===== src/rtl/fetch_unit.sv =====
// Instruction fetch stage: PC register, registered instruction to decode, redirect and stall handling.
// Optional halt-opcode detection is enabled by defining FETCH_HALT_DETECT_EN.
module fetch_unit #(
  parameter int unsigned RESET_PC  = 0,
  parameter int unsigned MEM_DEPTH = 32
) (
  input  logic        clk,
  input  logic        reset,
  output logic [31:0] imem_addr,
  input  logic [31:0] imem_data,
  input  logic        branch_taken,
  input  logic [31:0] branch_target,
  input  logic        id_ready,
  output logic        id_valid,
  output logic [31:0] id_instr,
  output logic [31:0] id_pc,
  output logic        halted
);

  localparam logic [31:0] DEPTH      = 32'(MEM_DEPTH);
  localparam logic [31:0] RESET_WORD = 32'(RESET_PC % MEM_DEPTH);

  logic [31:0] pc;
  logic [31:0] pc_plus1;
  logic [31:0] target_wrapped;
  logic        transfer;
  logic        redirect;
  logic        capture;

  assign imem_addr      = pc;
  assign transfer       = id_valid && id_ready;
  assign pc_plus1       = (pc == DEPTH - 32'd1) ? 32'd0 : pc + 32'd1;
  assign target_wrapped = branch_target % DEPTH;

  // Once halted, redirects are ignored and nothing new is captured.
  assign redirect = branch_taken && !halted;
  assign capture  = !redirect && !halted && (!id_valid || transfer);

`ifdef FETCH_HALT_DETECT_EN
  localparam logic [5:0] HALT_OPCODE = 6'b111111;

  logic halt_hit;
  assign halt_hit = capture && (imem_data[31:26] == HALT_OPCODE);

  always_ff @(posedge clk) begin
    if (reset)
      halted <= 1'b0;
    else if (halt_hit)
      halted <= 1'b1;
  end
`else
  assign halted = 1'b0;
`endif

  // NOTE: sequential state uses non-blocking assignments so every register
  // samples the pre-edge values of pc/id_valid regardless of statement order.
  always_ff @(posedge clk) begin
    if (reset) begin
      pc       <= RESET_WORD;
      id_valid <= 1'b0;
      id_instr <= 32'd0;
      id_pc    <= 32'd0;
    end else if (redirect) begin
      // A coincident transfer completes; the word on imem_data is dropped.
      pc       <= target_wrapped;
      id_valid <= 1'b0;
    end else if (capture) begin
      id_instr <= imem_data;
      id_pc    <= pc;
      id_valid <= 1'b1;
      pc       <= pc_plus1;
    end else if (transfer) begin
      // Only reachable while halted: the last word retires and fetch stays idle.
      id_valid <= 1'b0;
    end
  end

endmodule


===== config.mk =====
export PLATFORM = sky130hd
export DESIGN_NAME = fetch_unit
export DESIGN_NICKNAME = d
export VERILOG_FILES = /design/src/rtl/fetch_unit.sv
export SDC_FILE = /design/constraint.sdc
export NUM_CORES = 1
export LEC_CHECK = 0
export CAP_MARGIN = 20
export CELL_PAD_IN_SITES_DETAIL_PLACEMENT = 0
export CELL_PAD_IN_SITES_GLOBAL_PLACEMENT = 2
export CORE_MARGIN = 3
export CORE_UTILIZATION = 23
export DETAILED_ROUTE_END_ITERATION = 8
export PLACE_DENSITY_LB_ADDON = 0.1
export SKIP_LAST_GASP = 1
export SLEW_MARGIN = 10
export SYNTH_ARGS = -nofsm -noshare
export SYNTH_HDL_FRONTEND = slang
export SYNTH_SLANG_ARGS = --single-unit

===== constraint.sdc =====
create_clock -name clk -period 2.6 [get_ports clk]
set_input_delay 0.26 -clock clk [delete_from_list [all_inputs] [get_ports clk]]
set_output_delay 0.26 -clock clk [all_outputs]
set_load 0.01 [all_outputs]

==> results.sh, run 1 <==
export IMPL_setup_viol=0
export IMPL_cts_buffer_depth=2
export IMPL_fp_dieH_um=135
export IMPL_post_route_drc_count=0
export IMPL_ys_warnings_count=0
export IMPL_htreeDepth=3
export IMPL_synth_edff_count=0
export IMPL_antenna_found_initial=0
export IMPL_antenna_cells=0
export IMPL_die_area_mm2=0.0183
export IMPL_crit_arrival_ps=2420
export IMPL_io_buffers=137
export IMPL_dp_cells=822
export IMPL_whs_path_depth=2
export IMPL_slowest_stage="dfxtp_1"
export IMPL_syn_cell_area_mm2=0.00385
export IMPL_critPathCaptureType="register"
export IMPL_vias_per_cell=4.49
export IMPL_final_setup_tns_ps=0
export IMPL_ys_seq_area_share_pct=50.4
export IMPL_rows=46
export IMPL_drv_cap=0
export IMPL_wl_per_cell_um=14.6
export IMPL_worstPathCellList="nand4_1, nor2_1, nand4_1, or3_1, a21oi_1"
export IMPL_start_kind="register"
export IMPL_wl_mm=12.2
export IMPL_final_area_mm2=0.00579
export IMPL_ys_seq_elements=97
export IMPL_reg2reg_depth=5
export IMPL_num_vias=3748
export IMPL_drive_gt1_share_pct=7.11
export IMPL_cts_resized=0
export IMPL_grt_first_pass_wirelength_mm=19.4
export IMPL_finClkSkew_ps=4.98
export IMPL_gp_congestion=0.693
export IMPL_ios=166
export IMPL_clock_fmax_ghz=0.465
export IMPL_die_w_um=135
export IMPL_finalNetCount=686
export IMPL_grt_pass1_vias=3610
export IMPL_slew_headroom_pct=47.4
export IMPL_numCtsBuffers=9
export IMPL_synthTopCellsByArea="dfxtp_1 50%, nand2_1 14%, a21oi_1 9.2%"
export IMPL_numClockSinks=97
export IMPL_synth_nets=548
export IMPL_dp_hpwl_mm=8.55
export IMPL_coreArea_mm2=0.0161
export IMPL_clkTransAtPathRegs_ps=60
export IMPL_area_growth_pct=50.2
export IMPL_cpMostUsedCell="nand4_1"
export IMPL_totalPowerFinal_w=0.00307
export IMPL_post_dp_cell_area_mm2=0.00554
export IMPL_dp_slack_ps=290
export IMPL_clockRootBuffer="clkbuf_16"
export IMPL_synth_cell_types=35
export IMPL_drtPass1Iterations=4
export IMPL_tritoncts="yes"
export IMPL_slew_violations=0
export IMPL_min_from="reset"
export IMPL_crit_type="register to register"
export IMPL_syn_inst=479
export IMPL_yosysTopAreaCell="dfxtp_1"
export IMPL_drtAntennaViolNets=0
export IMPL_reg2reg_from="imem_addr[7]"
export IMPL_status="finished, final reports clean"
export IMPL_min_to="id_valid"
export IMPL_hold_buffers=0
export IMPL_synthTopCellsByCount="147 x nand2_1, 97 x dfxtp_1, 71 x a21oi_1, 26 x nor2_1, 19 x clkbuf_1"
export IMPL_grtUsageTotal_pct=13.4
export IMPL_crit_required_ps=2870
export IMPL_r2r_end="imem_addr[29]"
export IMPL_ys_flop_type="dfxtp_1"
export IMPL_ir_drop_uv=262
export IMPL_synth_top_area_share_pct=50.4
export IMPL_synth_most_common_cell="nand2_1"
export IMPL_regToRegSetupSlack_ps=450
export IMPL_cpLargestDelayFamily="simple AND/OR/NAND/NOR gates"
export IMPL_hp_class="primary input to register"
export IMPL_fin_crit_ps=2150
export IMPL_post_cts_buffers=0
export IMPL_critPathBufInv=0
export IMPL_first_iter_violations=172
export IMPL_async_flop_share_pct=0
export IMPL_path_max_fanout=8
export IMPL_rsz0062_at_grt="no"
export IMPL_worst_pin_slew_ps=789
export IMPL_p_leak_nw=1.96
export IMPL_max_stage_delay_ps=500
export IMPL_grt_max_degree=70
export IMPL_worst_slack_ps=450
export IMPL_hold_viol_final=0
export IMPL_post_route_period_util_pct=82.7
export IMPL_fin_cells=835
export IMPL_start_util_pct=23.9
export IMPL_power_density_mw_per_mm2=529
export IMPL_avgSynthCellArea_um2=8.05
export IMPL_overflow=0
export IMPL_insertion_delay_ps=340
-- layout make-up --
cell class	count	area (um^2)
clock inverter	1	5.00
fill	1687	10300
clock buffer	12	246
sequential	97	1940
timing repair buffer	158	1540
inverter	3	11.3
multi-input combinational	348	1780
tap	216	270
-- report_power, final --
part / total (W) / internal (W) / leakage (nW) / switching, W
logic: 0.000318 / 0.000162 / 1.05 / 0.000156
registers: 0.00154 / 0.00152 / 0.788 / 0.0000197
clock network: 0.00121 / 0.000659 / 0.124 / 0.000547
-- flip-flops by register name, indices dropped and copies added (netlist names) --
signal and flops:
id_instr 32, id_pc 32, id_valid 1, imem_addr 32
-- metrics by stage --
stage | hold slack (ps) | utilization [%]
after global placement | 442 | 34.4
after global routing | 171 | 35.9
after detailed placement | 447 | 34.4
after floorplan | 396 | -
after CTS | 166 | 35.9
final | 163 | 35.9
-- worst max path at each step --
stage / startpoint / end / slack (ps) / cells past startpoint
3_3_place_gp: id_ready / imem_addr[28] / 320 / 7
2_1_floorplan: imem_addr[0] / imem_addr[28] / 660 / 6
4_1_cts: imem_addr[7] / imem_addr[27] / 420 / 5
5_1_grt: imem_addr[7] / imem_addr[27] / 240 / 5
6_report: imem_addr[7] / imem_addr[29] / 450 / 5
3_5_place_dp: branch_taken / imem_addr[30] / 290 / 5
-- routing by layer --
| layer | routed length, um | vias up | GRT usage, % |
|---|---|---|---|
| met5 | 0 | - | 0 |
| met1 | 5930 | 1754 | 18.4 |
| met3 | 635 | 10 | 2.79 |
| met2 | 5470 | 97 | 20.8 |
| met4 | 170 | 0 | 5.04 |
| li1 | - | 1887 | - |
-- layout by cell type, fill, tap and decap left out, drive strengths merged --
master / instances
conb: 1
xnor2: 7
xor2: 12
inv: 3
a31oi: 4
and4: 3
and3: 1
nand3b: 4
clkdlybuf4s50: 136
or3: 9
buf: 22
nand4: 16
nand2b: 2
mux2i: 4
nand2: 147
nor3b: 1
nand3: 9
nor3: 4
nand4b: 2
and2: 2
ha: 1
clkbuf: 12
o21ai: 11
a21oi: 73
nor2: 26
dfxtp: 97
nor2b: 1
nor4: 8
clkinv: 1
-- logic make-up after synthesis --
logic type      count (synthesis)  share of synthesized area, %
buf+inv                        34                          3.73
simple gates                  235                          28.3
mux                             4                          1.04
other cells                     1                        0.0973
flops                          97                          50.4
fa+ha+maj                       1                         0.325
compound gates                 88                          11.8
xor+xnor                       19                          4.32
No activity file was read; power rests on OpenSTA's default activity.
==> run 2: changes to the inputs <==
Clock period 2.6 ns to 2.3 ns, I/O delays scaled along.
==> run 2 against run 1 <==
Effect of this change: clock power up 29%; via count down 0.83%; clock skew up 3.4 ps; critical endpoint is now imem_addr[26]; sequential cell count unchanged; die area unchanged; largest cell class unchanged; hold slack worse by 23 ps.
==> results.sh, run 2 (synthesis results as in run 1) <==
export IMPL_status="finished, final reports clean"
export IMPL_start_kind="register"
export IMPL_drv_cap=0
export IMPL_finalNetCount=689
export IMPL_tritoncts="yes"
export IMPL_finClkSkew_ps=8.39
export IMPL_antenna_found_initial=0
export IMPL_cts_resized=0
export IMPL_num_vias=3717
export IMPL_dp_slack_ps=163
export IMPL_path_max_fanout=10
export IMPL_worst_slack_ps=253
export IMPL_worst_pin_slew_ps=815
export IMPL_final_util_pct=36.6
export IMPL_htreeDepth=3
export IMPL_slew_headroom_pct=45.7
export IMPL_final_setup_tns_ps=0
export IMPL_insertion_delay_ps=340
export IMPL_drtAntennaViolNets=0
export IMPL_crit_type="register to register"
export IMPL_layout_commonest_cell="nand2_1"
export IMPL_post_route_period_util_pct=89.0
export IMPL_grt_first_pass_wirelength_mm=19.2
export IMPL_io_buffers=137
export IMPL_r2r_end="imem_addr[26]"
export IMPL_post_route_drc_count=0
export IMPL_n_fill_cell=1710
export IMPL_grt_max_degree=70
export IMPL_rsz0062_at_grt="no"
export IMPL_hp_class="primary input to register"
export IMPL_clock_fmax_ghz=0.488
export IMPL_ir_drop_uv=298
export IMPL_gp_congestion=0.720
export IMPL_crit_required_ps=2580
export IMPL_setup_viol=0
export IMPL_fp_dieH_um=135
export IMPL_cts_buffer_depth=2
export IMPL_die_area_mm2=0.0183
export IMPL_start_util_pct=23.9
export IMPL_antenna_cells=0
export IMPL_grtUsageTotal_pct=13.3
export IMPL_wl_mm=12.3
export IMPL_totalPowerFinal_w=0.00366
export IMPL_clkTransAtPathRegs_ps=70
export IMPL_first_iter_violations=241
export IMPL_numClockSinks=97
export IMPL_wl_per_cell_um=14.6
export IMPL_min_to="id_valid"
export IMPL_hold_buffers=0
export IMPL_post_cts_buffers=0
export IMPL_p_leak_nw=2.02
export IMPL_hold_viol_final=0
export IMPL_min_from="reset"
export IMPL_slew_violations=0
export IMPL_ios=166
export IMPL_numCtsBuffers=9
export IMPL_fin_crit_ps=2050
export IMPL_regToRegSetupSlack_ps=250
export IMPL_coreArea_mm2=0.0161
export IMPL_die_w_um=135
export IMPL_reg2reg_depth=6
export IMPL_overflow=0
export IMPL_crit_arrival_ps=2330
export IMPL_critPathCaptureType="register"
export IMPL_grt_pass1_vias=3549
export IMPL_drtPass1Iterations=4
export IMPL_mostFrequentLayoutCells="147 x nand2_1, 136 x clkdlybuf4s50_1, 97 x dfxtp_1"
export IMPL_vias_per_cell=4.42
export IMPL_area_growth_pct=52.9
export IMPL_dp_hpwl_mm=8.43
export IMPL_rows=46
export IMPL_whs_path_depth=2
export IMPL_drive_gt1_share_pct=8.32
export IMPL_reg2reg_from="imem_addr[0]"
export IMPL_clockRootBuffer="clkbuf_16"
export IMPL_power_density_mw_per_mm2=621
==> run 2: cell count changes in the layout (fill, tap and decap cells not counted) <==
cell	before	now
bufinv_16	0	1
buf_4	20	21
clkinv_2	1	3
clkbuf_1	2	0
clkbuf_8	1	2
clkinv_4	0	1
buf_12	1	3
==> run 2: final cells by class <==
| class | count | area (um^2) | share of cell area (%) |
|---|---|---|---|
| repair buffers | 161 | 1580 | 26.9 |
| multi-input cells | 348 | 1780 | 30.2 |
| well taps | 216 | 270 | 4.59 |
| clock inverters | 5 | 53.8 | 0.913 |
| flip-flops and latches | 97 | 1940 | 33.0 |
| inverters | 3 | 11.3 | 0.191 |
| clock buffers | 11 | 253 | 4.29 |
==> run 2: routing by layer <==
metal	wire, um	track usage [%]	up-vias
met1	6020	18.5	1727
met3	711	3.19	12
met5	0	0	-
li1	-	-	1889
met2	5350	19.9	89
met4	194	5.10	0
==> run 2: stage by stage <==
| step | hold slack [ps] | instances | cell area, um^2 |
|---|---|---|---|
| 4_1_cts | 125 | 841 | 5890 |
| 6_report | 139 | 841 | 5890 |
| 3_3_place_gp | 441 | 825 | 5590 |
| 3_5_place_dp | 446 | 825 | 5590 |
| 5_1_grt | 153 | 841 | 5890 |
| 2_1_floorplan | 366 | 479 | 3850 |
==> run 2: where the power goes <==
group,switching [W],internal [W]
registers,0.0000208,0.00172
logic,0.000178,0.000186
clock network,0.000656,0.000899
==> run 2: how the worst max path moves through the flow <==
| stage | startpoint | slack, ps | cells after the start | end |
|---|---|---|---|---|
| final | imem_addr[0] | 250 | 6 | imem_addr[26] |
| after global routing | imem_addr[0] | 90 | 6 | imem_addr[26] |
| after CTS | imem_addr[0] | 200 | 6 | imem_addr[26] |
| after detailed placement | id_ready | 160 | 6 | imem_addr[26] |
| after global placement | id_ready | 190 | 6 | imem_addr[28] |
| after floorplan | imem_addr[0] | 360 | 6 | imem_addr[28] |
==> run 2: critical path, stage by stage, from the launching register on <==
cell and delay [ps]:
dfxtp_1 340, ha_1 210, nand4_2 220, nor4_4 400, nand4_2 280, or3_1 380, a21oi_1 140
==> run 3: changes to the inputs <==
==> constraint.sdc (replaced) <==
create_clock -name clk -period 2.3 [get_ports clk]
set_input_delay 0.575 -clock clk [delete_from_list [all_inputs] [get_ports clk]]
set_output_delay 0.575 -clock clk [all_outputs]
set_load 0.01 [all_outputs]
==> run 3 against run 2 <==
Effect of this change: via count rose by 1.9%; sequential power barely moved; register-to-register slack is essentially flat; largest power group unchanged; highest routed layer unchanged.
==> results.sh, run 3 (synthesis results as in run 1) <==
export IMPL_status="finished, final reports clean"
export IMPL_slew_headroom_pct=64.1
export IMPL_internal_power_w=0.00270
export IMPL_insertion_delay_ps=340
export IMPL_grt_pass1_vias=3548
export IMPL_rsz0062_at_grt="no"
export IMPL_antenna_cells=0
export IMPL_post_dp_cell_area_mm2=0.00566
export IMPL_gp_congestion=0.710
export IMPL_finClkSkew_ps=4.91
export IMPL_post_cts_buffers=0
export IMPL_coreArea_mm2=0.0161
export IMPL_path_max_fanout=3
export IMPL_layout_commonest_cell="nand2_1"
export IMPL_crit_required_ps=2570
export IMPL_rows=46
export IMPL_overflow=0
export IMPL_worst_pin_slew_ps=538
export IMPL_wl_per_cell_um=14.6
export IMPL_io_buffers=137
export IMPL_max_stage_delay_ps=500
export IMPL_drive_gt1_share_pct=8.72
export IMPL_num_vias=3788
export IMPL_dp_hpwl_mm=8.80
export IMPL_grtUsageTotal_pct=13.3
export IMPL_slew_violations=0
export IMPL_cpLargestDelayFamily="simple AND/OR/NAND/NOR gates"
export IMPL_clockRootBuffer="clkbuf_16"
export IMPL_cts_resized=0
export IMPL_regToRegSetupSlack_ps=240
export IMPL_fp_dieH_um=135
export IMPL_cts_buffer_depth=2
export IMPL_drv_cap=0
export IMPL_start_kind="primary input"
export IMPL_whs_path_depth=2
export IMPL_first_iter_violations=131
export IMPL_switchingPower_w=0.000830
export IMPL_ios=166
export IMPL_finalNetCount=697
export IMPL_crit_arrival_ps=2380
export IMPL_fin_crit_ps=2110
export IMPL_final_setup_tns_ps=0
export IMPL_htreeDepth=3
export IMPL_clkTransAtPathRegs_ps=70
export IMPL_vias_per_cell=4.47
export IMPL_hold_viol_final=0
export IMPL_crit_type="primary input to register"
export IMPL_combPwrFrac_pct=10.6
export IMPL_pwr_share_clk_pct=40.0
export IMPL_p_seq_share_pct=49.4
export IMPL_wl_mm=12.4
export IMPL_die_area_mm2=0.0183
export IMPL_worstPathCellList="clkdlybuf4s50_1, nor2b_1, nor4_4, buf_4, nand4_2, or3_1, a21oi_1"
export IMPL_tritoncts="yes"
export IMPL_area_growth_pct=53.7
export IMPL_reg2reg_from="imem_addr[0]"
export IMPL_timing_hold_ws_ps=452
export IMPL_critPathBufInv=2
export IMPL_hold_buffers=0
export IMPL_post_route_period_util_pct=91.7
export IMPL_drtAntennaViolNets=0
export IMPL_grt_max_degree=47
export IMPL_hp_class="register to register"
export IMPL_clock_fmax_ghz=0.474
export IMPL_power_density_mw_per_mm2=596
export IMPL_final_area_mm2=0.00592
export IMPL_slowest_stage="clkdlybuf4s50_1"
export IMPL_final_util_pct=36.8
export IMPL_p_leak_nw=2.04
export IMPL_setup_viol=0
export IMPL_antenna_found_initial=0
export IMPL_drtPass1Iterations=4
export IMPL_numCtsBuffers=9
export IMPL_numClockSinks=97
export IMPL_r2r_end="imem_addr[20]"
export IMPL_mostFrequentLayoutCells="147 x nand2_1, 136 x clkdlybuf4s50_1, 97 x dfxtp_1"
export IMPL_grt_first_pass_wirelength_mm=19.3
export IMPL_die_w_um=135
export IMPL_critPathCaptureType="register"
export IMPL_ir_drop_uv=310
export IMPL_min_to="id_pc[12]"
export IMPL_reg2reg_depth=7
export IMPL_n_fill_cell=1701
export IMPL_min_from="id_pc[12]"
export IMPL_start_util_pct=23.9
export IMPL_post_route_drc_count=0
export IMPL_p_sw_share_pct=23.5
==> run 3: layer usage <==
| layer | track usage, % | wire length [um] | vias up |
|---|---|---|---|
| li1 | - | - | 1904 |
| met5 | 0 | 0 | - |
| met4 | 5.04 | 182 | 0 |
| met3 | 2.71 | 636 | 12 |
| met2 | 20.3 | 5550 | 96 |
| met1 | 18.6 | 6030 | 1776 |
==> run 3: cell type report <==
cell class	instances	area (um^2)	share of cell area [%]
Clock buffer	14	264	4.46
Inverter	3	11.3	0.190
Multi-Input combinational cell	348	1780	30.0
Sequential cell	97	1940	32.8
Tap cell	216	270	4.56
Timing Repair Buffer	169	1660	28.0
==> run 3: worst reg2reg max path, stage by stage, from the launching register on <==
cell	delay, ps
dfxtp_1	340
ha_1	220
nand4_2	210
nor4_4	390
buf_4	190
nand4_2	140
or3_1	350
a21oi_1	150
==> run 3: power by group through the flow <==
stage / Combinational [W] / Sequential [W] / Clock, W
after floorplan: 0.000123 / 0.00181 / 0
after global placement: 0.000380 / 0.00178 / 0
after detailed placement: 0.000382 / 0.00178 / 0
after CTS: 0.000382 / 0.00174 / 0.00147
after global routing: 0.000406 / 0.00175 / 0.00154
final: 0.000373 / 0.00174 / 0.00141
==> run 3: through the flow <==
step / power (W) / worst slack, ps / cells
after floorplan: 0.00193 / 365 / 479
after global placement: 0.00216 / -155 / 833
after detailed placement: 0.00216 / -169 / 833
after CTS: 0.00360 / 171 / 847
after global routing: 0.00369 / 74.4 / 847
final: 0.00353 / 192 / 847
==> run 3: worst max-delay path by stage <==
stage / startpoint / endpoint / slack [ps] / depth (start not counted)
after global routing: id_ready / imem_addr[20] / 70 / 7
final: id_ready / imem_addr[20] / 190 / 7
after floorplan: imem_addr[0] / imem_addr[28] / 360 / 6
after global placement: id_ready / imem_addr[18] / -160 / 7
after CTS: id_ready / imem_addr[20] / 170 / 7
after detailed placement: id_ready / imem_addr[18] / -170 / 7
